$ cat src/rtl/logic_result_stage.sv
// Registered output stage for the bitwise logic unit. It holds a two-entry skid buffer,
// stores status flags captured with each word, and counts delivered results.
module logic_result_stage #(
  parameter int WIDTH = 32,
  parameter int CNT_W = 16
) (
  input  logic                       clk,
  input  logic                       rst,
  input  logic [WIDTH-1:0]           in_data,
  input  logic                       in_valid,
  output logic                       in_ready,
  output logic [WIDTH-1:0]           out_data,
  output logic                       out_zero,
  output logic                       out_neg,
  output logic                       out_parity,
  output logic [$clog2(WIDTH+1)-1:0] out_popcnt,
  output logic                       out_valid,
  input  logic                       out_ready,
  output logic [CNT_W-1:0]           out_count
);
  localparam int PCW = $clog2(WIDTH+1);
  // Entry layout: {popcnt, parity, neg, zero, data}
  localparam int EW  = WIDTH + 3 + PCW;

  typedef enum logic [1:0] {EMPTY, ONE, FULL} state_t;

  state_t           state_reg, state_next;
  logic [EW-1:0]    main_reg, main_next;
  logic [EW-1:0]    skid_reg, skid_next;
  logic [EW-1:0]    in_entry;
  logic [PCW-1:0]   in_popcnt;
  logic [CNT_W-1:0] count_reg;
  logic             accept, deliver;

  always_comb begin
    in_popcnt = '0;
    for (int i = 0; i < WIDTH; i++) begin
      in_popcnt = in_popcnt + PCW'(in_data[i]);
    end
  end

  assign in_entry = {in_popcnt, ^in_data, in_data[WIDTH-1], (in_data == '0), in_data};

  // Both handshake sides decode only registered occupancy, so out_ready never reaches in_ready
  assign in_ready  = (state_reg != FULL);
  assign out_valid = (state_reg != EMPTY);
  assign accept    = in_valid & in_ready;
  assign deliver   = out_valid & out_ready;

  always_comb begin
    state_next = state_reg;
    main_next  = main_reg;
    skid_next  = skid_reg;
    case (state_reg)
      EMPTY: begin
        if (accept) begin
          main_next  = in_entry;
          state_next = ONE;
        end
      end
      ONE: begin
        if (accept && deliver) begin
          main_next = in_entry;
        end else if (accept) begin
          skid_next  = in_entry;
          state_next = FULL;
        end else if (deliver) begin
          state_next = EMPTY;
        end
      end
      FULL: begin
        if (deliver) begin
          main_next  = skid_reg;
          state_next = ONE;
        end
      end
      default: state_next = EMPTY;
    endcase
  end

  always_ff @(posedge clk or posedge rst) begin
    if (rst) begin
      state_reg <= EMPTY;
      main_reg  <= '0;
      skid_reg  <= '0;
      count_reg <= '0;
    end else begin
      state_reg <= state_next;
      main_reg  <= main_next;
      skid_reg  <= skid_next;
      if (deliver) begin
        count_reg <= count_reg + CNT_W'(1);
      end
    end
  end

  assign out_data   = main_reg[WIDTH-1:0];
  assign out_zero   = main_reg[WIDTH];
  assign out_neg    = main_reg[WIDTH+1];
  assign out_parity = main_reg[WIDTH+2];
  assign out_popcnt = main_reg[EW-1:WIDTH+3];
  assign out_count  = count_reg;

endmodule

$ cat config.mk
export PLATFORM = sky130hd
export DESIGN_NAME = logic_result_stage
export DESIGN_NICKNAME = d
export VERILOG_FILES = /design/src/rtl/logic_result_stage.sv
export SDC_FILE = /design/constraint.sdc
export NUM_CORES = 1
export LEC_CHECK = 0
export CORE_UTILIZATION = 30
export CTS_BUF_LIST = sky130_fd_sc_hd__clkbuf_4 sky130_fd_sc_hd__clkbuf_8
export DETAILED_ROUTE_END_ITERATION = 6
export RECOVER_POWER = 25
export SLEW_MARGIN = 20
export SYNTH_ARGS = -nofsm -noshare
export SYNTH_HDL_FRONTEND = slang
export SYNTH_SLANG_ARGS = --single-unit
export TNS_END_PERCENT = 20
$ cat constraint.sdc
create_clock -name clk -period 3.9 [get_ports clk]
set_input_delay 0.78 -clock clk [delete_from_list [all_inputs] [get_ports clk]]
set_output_delay 0.78 -clock clk [all_outputs]
set_load 0.05 [all_outputs]
==> results by group, run 1 <==
Status
  – Status: finished with violations
  – Failing checks: capacitance limit, slew limit, setup timing

Drt
  – Initial DRC Count: about 140
  – Final wirelength: between 10 and 15 mm
  – Via/cell ratio: 4.48
  – Via count: 3896
  – Remaining antenna violation count: 0
  – DRC Markers: 0
  – First-pass DRT Iterations: 4
  – Routed WL per cell: 14.0 um

Die
  – Die Ht: roughly 130 um
  – I/O pin cnt: between 90 and 100
  – Starting density of the core: 0.306
  – Core Area: 17300 um^2
  – Die Wd: 135 um
  – Die area: approximately 18000 um^2
  – Row count: between 40 and 50

Setup path
  – Cell depth of the worst setup path: 16
  – Startpoint types: input port
  – Crit path cell chain: buf_8 > fa_1 > inv_2 > fa_2 > fa_1 > fa_1 > fa_1 > fa_1 > inv_2 > ha_4 > fa_2 > a21o_1 > a21oi_2 > xor2_1 > mux2i_1 > mux2_4
  – Most frequent CP cell: fa_1
  – Worst path bufs/invs: 3
  – Worst path max stage delay: roughly 0.55 ns
  – R2R cell count: 4
  – Worst EP required: 4.17 ns
  – Worst Path Max Fanout: 2
  – CP Capture Type: flop
  – Critical path class: input port to flop
  – Max stage delay cell, worst path: fa_1
  – Worst Path Arrival: 5.36 ns
  – Cell family with most CP delay: adder cells

STA
  – Worst hold margin: around 0.48 ns
  – Slew headroom: -0.465
  – Period minus WS final: between 5 and 6 ns
  – Final hold vios: 0
  – Peak Freq: about 200 MHz
  – Period Utilization, post-route: 1.31
  – Final Max Tran Viols: 55
  – RSZ-0062 raised after global routing: true
  – Final setup viols: 12
  – Worst Max-Slew Pin Slew: roughly 2.2 ns
  – Fin Clk Skew: 0.00411 ns
  – Setup ws final: -1.19 ns

Yosys
  – Top cells by count, synth: dfrtp_1, nand2_1, inv_1, nor2_1, a21oi_1
  – Asr flop ratio synth: 1.00
  – Most frequent cell after synthesis: dfrtp_1
  – Post-Syn Instances: between 500 and 600
  – Synth Area per Inst: ~10 um^2
  – Largest area contributor in the netlist: dfrtp_1
  – Yosys top cell area share: 0.463
  – Syn nets: approximately 600
  – Syn. warnings: 0
  – Register area share after synthesis: 0.463
  – Syn Std Cell Area: roughly 5300 um^2
  – #FFs+latches synth: roughly 100
  – Number of synthesized flops with an enable pin: 0
  – Ranking of synthesized cells by area: dfrtp_1, fa_1, mux2i_1, ha_1, xnor2_1
  – Dominant synthesized flop cell: dfrtp_1
  – Post-synth cell types: 36

Cells and area
  – Area growth syn-to-layout: 31.4%
  – Ant diodes: 0
  – Final nets: 724
  – Non-Filler Instances: 870
  – Share of post-route cells with drive strength above 1: 0.166
  – FILL cells: around 1700

Global routing
  – Initial antenna violation count: 0
  – Vias in the first global route: 3972
  – All-Layer GR Usage: 0.142
  – First-pass GRT wire length: 20.1 mm
  – Largest net degree at the start of global routing: 56
  – Overflow after GRT: 0

Clock network
  – Number of hold buffers added after CTS: 0
  – Total CTS buffers: 9
  – Worst-path clk slew: 0.09 ns
  – CTS H-tree lvls: 3
  – Clock latency on the worst-skew pair: about 0.37 ns
  – CTS sink count: 98
  – Deepest clock path buffer count: 2
  – Root Driver: clkbuf_8
  – CTS tree: built

Placed design
  – RD Place Congestion: ~0.85
  – Cells after DPL: around 850
  – Hpwl dp: 9.23 mm
  – Port Buffers: 94

Min path
  – HP Class: flop to flop
  – Hold depth: 1

Power and ir drop
  – Peak supply drop: 0.000488 V
  – Lkg Pwr: around 3.4 nW
  – P per Cell Area: 788 nW/um^2
  – Design Power: about 5.5 mW

Flow run
  – Max-cap viol count: 1
worst paths after layout:
kind,start,end,slack [ns]
hold / removal,out_count[15],out_count[15],0.48
max in group asynchronous,rst,main_reg[27],1.05
setup reg to reg,state_reg[0],main_reg[38],2.15
min in group asynchronous,rst,out_count[15],1.58
hold reg to reg,out_count[15],out_count[15],0.48
setup / recovery,in_data[21],main_reg[39],-1.19
kinds of logic after synthesis:
family	Yosys count	share of synthesized area
buffers and inverters	82	0.0647
DFF	98	0.463
muxes	39	0.0742
xor gates and xnor gates	33	0.0546
adders and majority gates	48	0.147
AOI/OAI and AO/OA	89	0.0876
and+or+nand+nor	130	0.108
layout make-up:
type                            count  area, um^2  area share
Tap cell                          225         282      0.0405
Multi-Input combinational cell    339        2570       0.369
Sequential cell                    98        2450       0.352
Clock inverter                      7        70.1      0.0101
Inverter                           59         224      0.0322
Clock buffer                        9         124      0.0178
Timing Repair Buffer              133        1240       0.178
report_power, final:
group          switching, mW  internal (mW)
logic                   1.82           1.45
clock network          0.365          0.294
registers              0.208           1.35
total                   2.39           3.09
layer usage:
metal / vias to the layer above / GRT usage / wire length, um
li1: 1928 / - / -
met1: 1890 / 0.195 / 5900
met2: 66 / 0.222 / 5650
met3: 12 / 0.0252 / 430
met4: 0 / 0.0562 / 196
met5: - / 0 / 0
stage by stage:
stage	instance area, um^2	TNS [ns]	utilization	setup WS (ns)
finish	6960	-9.22	0.402	-1.19
global route	6960	-10.47	0.402	-1.32
CTS	6920	-8.97	0.400	-1.24
detailed placement	6680	-19.44	0.386	-2.04
global placement	6680	-18.97	0.386	-1.98
floorplan	5310	-10.40	-	-1.32
worst reg2reg max path, stage by stage, from the launching register on:
cell and delay, ns:
dfrtp_1 0.45, nand2b_2 0.17, buf_4 0.57, mux2i_1 0.18
mux2_4 0.28
what timing repair did:
item	CTS	global route
resized for setup	96	11
endpoints found under the setup margin	12	12
buffers inserted	4	3
pin swaps	25	12
placed cells by master, fill, tap and decap left out, drive strengths merged:
cell type	synthesis	layout
a31oi	2	2
clkinvlp	0	4
nor2	43	43
nand3b	2	2
clkdlybuf4s50	0	77
xor2	7	7
ha	24	24
mux2i	37	37
a21o	2	2
buf	18	54
nor4	2	2
nand2b	3	3
or2	2	2
dfrtp	98	98
bufinv	0	1
inv	59	59
mux2	2	2
o22ai	1	1
fa	24	24
clkbuf	5	9
and3	2	2
nand2	61	61
nor3	1	1
dlygate4sd3	0	2
nand3	3	3
o21ai	42	42
a21oi	40	40
nand4	8	8
o21a	1	1
clkinv	0	2
nor2b	3	3
o211ai	1	1
xnor2	26	26
No activity file was read; power rests on OpenSTA's default activity.
==> inputs of run 2 (changes only) <==
Settings changed: CELL_PAD_IN_SITES_DETAIL_PLACEMENT from default to 1, CELL_PAD_IN_SITES_GLOBAL_PLACEMENT from default to 1, PLACE_DENSITY_LB_ADDON from default to 0.1, TNS_END_PERCENT 20 to 5.
==> run 2 against run 1 <==
Compared with the run above: the run still ends with capacitance limit, slew limit, setup timing left; highest routed layer unchanged; clock skew is 0.0070 ns higher; largest power group unchanged; via count up 1.0%; first-iteration DRC count grew 20%; non-clock buffer count did not move; register-to-register slack got worse by 0.16 ns; die area unchanged.
==> results by group, run 2 (same netlist as run 1, synthesis figures left out) <==
Setup path
  – Max stage delay cell, worst path: fa_1
  – Reg-to-reg slack, setup: 1.99 ns (-0.16 ns)
  – Most frequent CP cell: fa_1
  – Crit Reg-Reg Startpoint: state_reg[0]
  – R2R cell count: 5 (+1)
  – Crit path cell chain: buf_8 > fa_1 > inv_2 > fa_1 > fa_1 > fa_1 > fa_1 > fa_1 > inv_2 > ha_4 > fa_2 > a21o_1 > a21oi_2 > xor2_1 > mux2i_1 > mux2_4
  – CP Capture Type: flop
  – Worst Path Max Fanout: 2 (unchanged)
  – Worst path max stage delay: 0.55 ns (about the same)
  – RR Endpoint: skid_reg[16]
  – Critical path class: input port to flop
  – Startpoint types: input port
  – Worst Path Arrival: 5.36 ns (about the same)
  – Cell family with most CP delay: adder cells
  – Worst path bufs/invs: 3 (unchanged)
  – Worst EP required: 4.18 ns (about the same)

STA
  – Final hold vios: 0 (unchanged)
  – Fin Clk Skew: 0.0111 ns (+0.00703 ns)
  – RSZ-0062 raised after global routing: true
  – Final setup viols: 12 (unchanged)
  – Peak Freq: 197 MHz (+0.21%)
  – Setup ws final: -1.18 ns (+0.0109 ns)
  – Final Max Tran Viols: 55 (unchanged)
  – Worst Max-Slew Pin Slew: 2.13 ns (-0.0607 ns)
  – Period Utilization, post-route: 1.30 (-0.00279)
  – Slew headroom: -0.425 (+0.0405)
  – Period minus WS final: 5.08 ns (-0.0109 ns)

Drt
  – Initial DRC Count: 166 (+20%)
  – First-pass DRT Iterations: 4 (unchanged)
  – DRC Markers: 0 (unchanged)
  – Via/cell ratio: 4.53 (+1.1%)
  – Final wirelength: 13.3 mm (+9.4%)
  – Routed WL per cell: 15.3 um (+9.6%)
  – Via count: 3936 (+1.0%)
  – Remaining antenna violation count: 0 (unchanged)

Clock network
  – CTS tree: built
  – Deepest clock path buffer count: 2 (unchanged)
  – CTS H-tree lvls: 3 (unchanged)
  – Clock latency on the worst-skew pair: 0.38 ns (about the same)
  – Total CTS buffers: 9 (unchanged)
  – Root Driver: clkbuf_8
  – CTS sink count: 98 (unchanged)
  – Worst-path clk slew: 0.10 ns (about the same)

Placed design
  – Pre-CTS setup slack: -2.10 ns (-0.0664 ns)
  – RD Place Congestion: 0.751 (-12%)
  – Cells after DPL: 851 (+0.47%)
  – Hpwl dp: 10.1 mm (+9.6%)
  – Port Buffers: 94 (unchanged)

Global routing
  – Largest net degree at the start of global routing: 55 (-1.8%)
  – Overflow after GRT: 0 (unchanged)
  – First-pass GRT wire length: 22.2 mm (+10%)
  – Vias in the first global route: 4261 (+7.3%)
  – Initial antenna violation count: 0 (unchanged)
  – All-Layer GR Usage: 0.160 (+0.0179)

Flow run
  – Max-cap viol count: 1 (unchanged)

Cells and area
  – Area growth syn-to-layout: 31.6%
  – Commonest non-fill, non-tap cell in the layout: dfrtp_1
  – Final nets: 724 (unchanged)
  – Ant diodes: 0 (unchanged)
  – Most frequent cells in the layout: dfrtp_1, clkdlybuf4s50_1, nand2_1
  – Non-Filler Instances: 869 (-0.11%)
  – Share of post-route cells with drive strength above 1: 0.166 (+0.000258)

Die
  – Die Ht: 135 um (unchanged)
  – Row count: 48 (unchanged)
  – Starting density of the core: 0.306 (unchanged)
  – Core Area: 17300 um^2 (unchanged)
  – Die area: 18200 um^2 (unchanged)
  – Die Wd: 135 um (unchanged)
  – I/O pin cnt: 95 (unchanged)

Status
  – Status: finished with violations
  – Failing checks: capacitance limit, slew limit, setup timing

Min path
  – Hold Crit Endpoint: skid_reg[32]
  – Hold depth: 2 (+1)
  – Min-delay src: skid_reg[32]
  – HP Class: flop to flop

Power and ir drop
  – Lkg Pwr: 3.41 nW (+0.36%)
  – Peak supply drop: 0.000547 V (+12%)
  – P per Cell Area: 821 nW/um^2 (+4.3%)
## run 2: cell count changes in the layout (fill, tap and decap cells not counted), moves of 2 or more
| cell | delta |
|---|---|
| buf_2 | +3 |
| fa_2 | -3 |
| buf_6 | -2 |
| clkinvlp_4 | -3 |
| buf_4 | -2 |
| clkbuf_4 | +2 |
| fa_1 | +3 |
## run 2: worst max path at each step
stage | slack (ns) | endpoint | from | cells past startpoint
floorplan | -1.32 | main_reg[39] | in_data[27] | 15
global placement | -2.02 | main_reg[39] | in_data[0] | 17
detailed placement | -2.10 | main_reg[38] | in_data[0] | 17
CTS | -1.26 | main_reg[39] | in_data[17] | 16
global route | -1.32 | main_reg[39] | in_data[17] | 16
finish | -1.18 | main_reg[39] | in_data[17] | 16
## run 2: repair_timing
item                                    4_1_cts  5_1_grt
resized for setup                            94       12
hold buffers                                  0        0
buffers inserted                              3        0
pin swaps                                    24       18
endpoints found under the setup margin       12       12
## run 2: through the flow
| stage | cell area, um^2 | power [mW] | hold WS, ns | setup TNS (ns) | utilization |
|---|---|---|---|---|---|
| after CTS | 6940 | 5.76 | 0.492 | -9.98 | 0.401 |
| after detailed placement | 6720 | 4.62 | 0.467 | -20.33 | 0.389 |
| after global routing | 6970 | 6.21 | 0.512 | -10.34 | 0.403 |
| after global placement | 6720 | 4.55 | 0.457 | -19.83 | 0.389 |
| final | 6970 | 5.72 | 0.489 | -8.74 | 0.403 |
| after floorplan | 5310 | 3.62 | 0.445 | -10.79 | - |
## run 2: worst min-delay path: stages, from the launching register on
cell and delay (ns):
dfrtp_1 0.36, nand2_1 0.05, nand2_1 0.06
## run 2: cell type report
cell class | count | area, um^2
repair buffers | 133 | 1230
well taps | 225 | 282
flip-flops and latches | 98 | 2450
multi-input cells | 339 | 2590
inverters | 59 | 224
fillers | 1958 | 10300
clock inverters | 4 | 51.3
clock buffers | 11 | 145
## run 2: metal layers
layer / part of all wire / GRT usage / wire length (um) / vias to the layer above
met1: 0.49 / 0.219 / 6470 / 1941
met3: 0.029 / 0.0255 / 380 / 10
met2: 0.47 / 0.257 / 6300 / 57
li1: - / - / - / 1928
met5: 0 / 0 / 0 / -
met4: 0.014 / 0.0562 / 186 / 0
## run 2: report_power, final
part / total (mW) / internal (mW) / switching [mW]
combinational: 3.47 / 1.53 / 1.94
clock: 0.689 / 0.320 / 0.369
sequential: 1.56 / 1.35 / 0.214
==> inputs of run 3 (changes only) <==
Settings changed: ABC_AREA from default to 1.
==> run 3 against run 2 <==
Compared with the run above: the run ends with DRC, capacitance limit, slew limit, setup timing left; via count grew 20%; sequential share of layout area shrank 1.2 points; area after synthesis grew 5.7%; highest routed layer unchanged.
==> results by group, run 3 <==
Placed design
  – Hpwl dp: 11.8 mm (+17%)
  – RD Place Congestion: 0.810 (+7.9%)
  – Port Buffers: 94 (unchanged)
  – Cell Area, Placed: 6940 um^2 (+3.3%)
  – Pre-CTS setup slack: -1.81 ns (+0.296 ns)

Yosys
  – Synth Area per Inst: 8.27 um^2 (-19%)
  – Ranking of synthesized cells by area: dfrtp_1, nand2_1, fa_1, inv_1, ha_1
  – Post-synth cell types: 32 (-11%)
  – Asr flop ratio synth: 1.00 (unchanged)
  – Dominant synthesized flop cell: dfrtp_1
  – Syn Std Cell Area: 5600 um^2 (+5.7%)
  – Most frequent cell after synthesis: nand2_1
  – #FFs+latches synth: 98 (unchanged)
  – Number of synthesized flops with an enable pin: 0 (unchanged)
  – Post-Syn Instances: 677 (+30%)
  – Yosys top cell area share: 0.438 (-0.0248)
  – Syn nets: 761 (+26%)
  – Syn. warnings: 0 (unchanged)
  – Register area share after synthesis: 0.438 (-0.0248)
  – Top cells by count, synth: nand2_1, dfrtp_1, inv_1, nor2_1, o21ai_0
  – Largest area contributor in the netlist: dfrtp_1

Power and ir drop
  – Combinational power share: 0.612 (+0.006)
  – Sequential Power Share: 0.263 (-0.010)
  – P per Cell Area: 914 nW/um^2 (+11%)
  – Internal Power: 3.38 mW (+5.5%)
  – Lkg Pwr: 3.62 nW (+6.2%)
  – Psw: 3.22 mW (+28%)
  – Peak supply drop: 0.000367 V (-33%)
  – Clock power share: 0.126 (+0.006)
  – Sw Ratio: 0.488 (+0.0474)

STA
  – Final hold vios: 0 (unchanged)
  – Worst hold margin: 0.486 ns (-0.00286 ns)
  – Period Utilization, post-route: 1.24 (-0.0644)
  – RSZ-0062 raised after global routing: true
  – Final Max Tran Viols: 51 (-7.3%)
  – Setup ws final: -0.932 ns (+0.251 ns)
  – Period minus WS final: 4.83 ns (-0.251 ns)
  – Peak Freq: 207 MHz (+5.2%)
  – Setup TNS: -8.50 ns (+0.243 ns)
  – Final setup viols: 12 (unchanged)
  – Worst Max-Slew Pin Slew: 2.35 ns (+0.212 ns)
  – Fin Clk Skew: 0.0154 ns (+0.00428 ns)
  – Slew headroom: -0.573 (-0.149)

Cells and area
  – Share of post-route cells with drive strength above 1: 0.123 (-0.0432)
  – Commonest non-fill, non-tap cell in the layout: nand2_1
  – Ant diodes: 0 (unchanged)
  – Final nets: 876 (+21%)
  – Most frequent cells in the layout: nand2_1, dfrtp_1, clkdlybuf4s50_1
  – Area growth syn-to-layout: 28.9%
  – Final Cell Area: 7220 um^2 (+3.5%)

Global routing
  – Vias in the first global route: 5207 (+22%)
  – All-Layer GR Usage: 0.174 (+0.0139)
  – First-pass GRT wire length: 26.4 mm (+19%)
  – Met1 Usage GRT: 0.222 (+0.00294)
  – Met3 usage: 0.0238 (-0.00170)
  – Initial antenna violation count: 0 (unchanged)
  – Global-route layer with the greatest usage: met2
  – GR met2 Demand/Resource: 0.302 (+0.0453)
  – Overflow after GRT: 0 (unchanged)
  – Largest net degree at the start of global routing: 75 (+36%)

Setup path
  – CP Capture Type: flop
  – Worst EP required: 4.17 ns (about the same)
  – Startpoint types: input port
  – Crit path cell chain: buf_6 > fa_1 > inv_2 > fa_1 > fa_1 > fa_1 > fa_1 > fa_1 > inv_2 > ha_4 > fa_2 > a21oi_2 > o21ai_2 > xor2_1 > nor2_1 > o21ai_1
  – Worst path max stage delay: 0.55 ns (about the same)
  – Worst Path Max Fanout: 2 (unchanged)
  – Cell family with most CP delay: adder cells
  – Critical path class: input port to flop
  – Worst Path Arrival: 5.11 ns (-0.25 ns)
  – Max stage delay cell, worst path: fa_1
  – Worst path bufs/invs: 3 (unchanged)
  – Most frequent CP cell: fa_1

Drt
  – Routed WL per cell: 15.1 um (-1.8%)
  – Final wirelength: 15.5 mm (+16%)
  – Via count: 4736 (+20%)
  – Via/cell ratio: 4.62 (+1.9%)
  – DRC Markers: 8 (+8)
  – Remaining antenna violation count: 0 (unchanged)
  – Initial DRC Count: 210 (+27%)
  – First-pass DRT Iterations: 7 (+3)

Clock network
  – Clock latency on the worst-skew pair: 0.38 ns (about the same)
  – CTS tree: built
  – CTS sink count: 98 (unchanged)
  – CTS H-tree lvls: 3 (unchanged)
  – Total CTS buffers: 9 (unchanged)
  – Root Driver: clkbuf_8
  – Deepest clock path buffer count: 2 (unchanged)
  – Worst-path clk slew: 0.10 ns (about the same)

Flow run
  – Max-cap viol count: 1 (unchanged)

Die
  – Die Wd: 139 um (+2.8%)
  – Row count: 49 (+2.1%)
  – Starting density of the core: 0.308 (+0.00219)
  – Die area: 19200 um^2 (+5.6%)
  – Die Ht: 139 um (+2.8%)
  – Core Area: 18100 um^2 (+4.9%)
  – I/O pin cnt: 95 (unchanged)

Status
  – Failing checks: DRC, capacitance limit, slew limit, setup timing
  – Status: finished with violations

Min path
  – HP Class: flop to flop
-- run 3: cell types whose count changed after synthesis, sizes merged, moves of 3 or more --
cell / previous run / this run
a21oi: 40 / 4
a31oi: 2 / 35
buf: 18 / 14
clkbuf: 5 / 13
inv: 59 / 92
mux2i: 37 / 0
nand2: 61 / 223
nand2b: 3 / 0
nand3: 3 / 12
nand4: 8 / 2
nor2: 43 / 61
nor2b: 3 / 0
xnor2: 26 / 10
xor2: 7 / 13
-- run 3: power by group through the flow --
stage	logic (mW)	clock network, mW	registers (mW)
after CTS	3.98	0.861	1.74
after global placement	3.78	0	1.74
final	4.04	0.828	1.73
after detailed placement	3.90	0	1.76
after floorplan	1.96	0	2.51
after global routing	4.48	0.901	1.80
-- run 3: kinds of logic after synthesis --
| group | count (synthesis) | synth area share |
|---|---|---|
| fa+ha+maj | 48 | 0.140 |
| flops | 98 | 0.438 |
| simple gates | 301 | 0.209 |
| mux | 1 | 0.00201 |
| xor+xnor | 23 | 0.0360 |
| compound gates | 86 | 0.0874 |
| buf+inv | 120 | 0.0876 |
-- run 3: cell type report --
class	instances	area [um^2]
repair buffers	131	1180
inverters	93	353
fillers	2224	10900
clock buffers	10	131
clock inverters	6	113
flip-flops and latches	98	2450
multi-input cells	459	2700
well taps	229	287
-- run 3: worst paths after layout --
kind,from,endpoint,slack (ns),depth (start not counted)
setup reg to reg,state_reg[0],skid_reg[14],1.07,5
min in group asynchronous,rst,main_reg[0],1.47,2
setup / recovery,in_data[21],main_reg[39],-0.93,16
hold reg to reg,skid_reg[39],skid_reg[39],0.49,2
hold / removal,skid_reg[39],skid_reg[39],0.49,2
max in group asynchronous,rst,skid_reg[18],0.74,3
-- run 3: repair_timing --
item / CTS / global route
pin swaps: 21 / 18
setup endpoints to repair: 12 / 12
setup buffers: 5 / 2
gates resized for setup: 88 / 5
hold buffers: 0 / 0
-- run 3: through the flow --
stage | instances | util | power, mW
3_5_place_dp | 1003 | 0.383 | 5.67
4_1_cts | 1024 | 0.397 | 6.59
2_1_floorplan | 677 | - | 4.47
3_3_place_gp | 1003 | 0.383 | 5.52
5_1_grt | 1026 | 0.398 | 7.19
6_report | 1026 | 0.398 | 6.60
-- run 3: worst register-to-register path, cell delays in order (launching register included) --
cell	delay, ns
dfrtp_1	0.46
o21ai_0	0.70
nand4_2	0.81
buf_4	0.53
nand2_1	0.11
o21ai_0	0.09
-- run 3: routing by layer --
metal	part of all wire	vias to the layer above
met3	0.029	17
met1	0.46	2332
met5	0	-
met4	0.018	0
met2	0.49	67
li1	-	2320
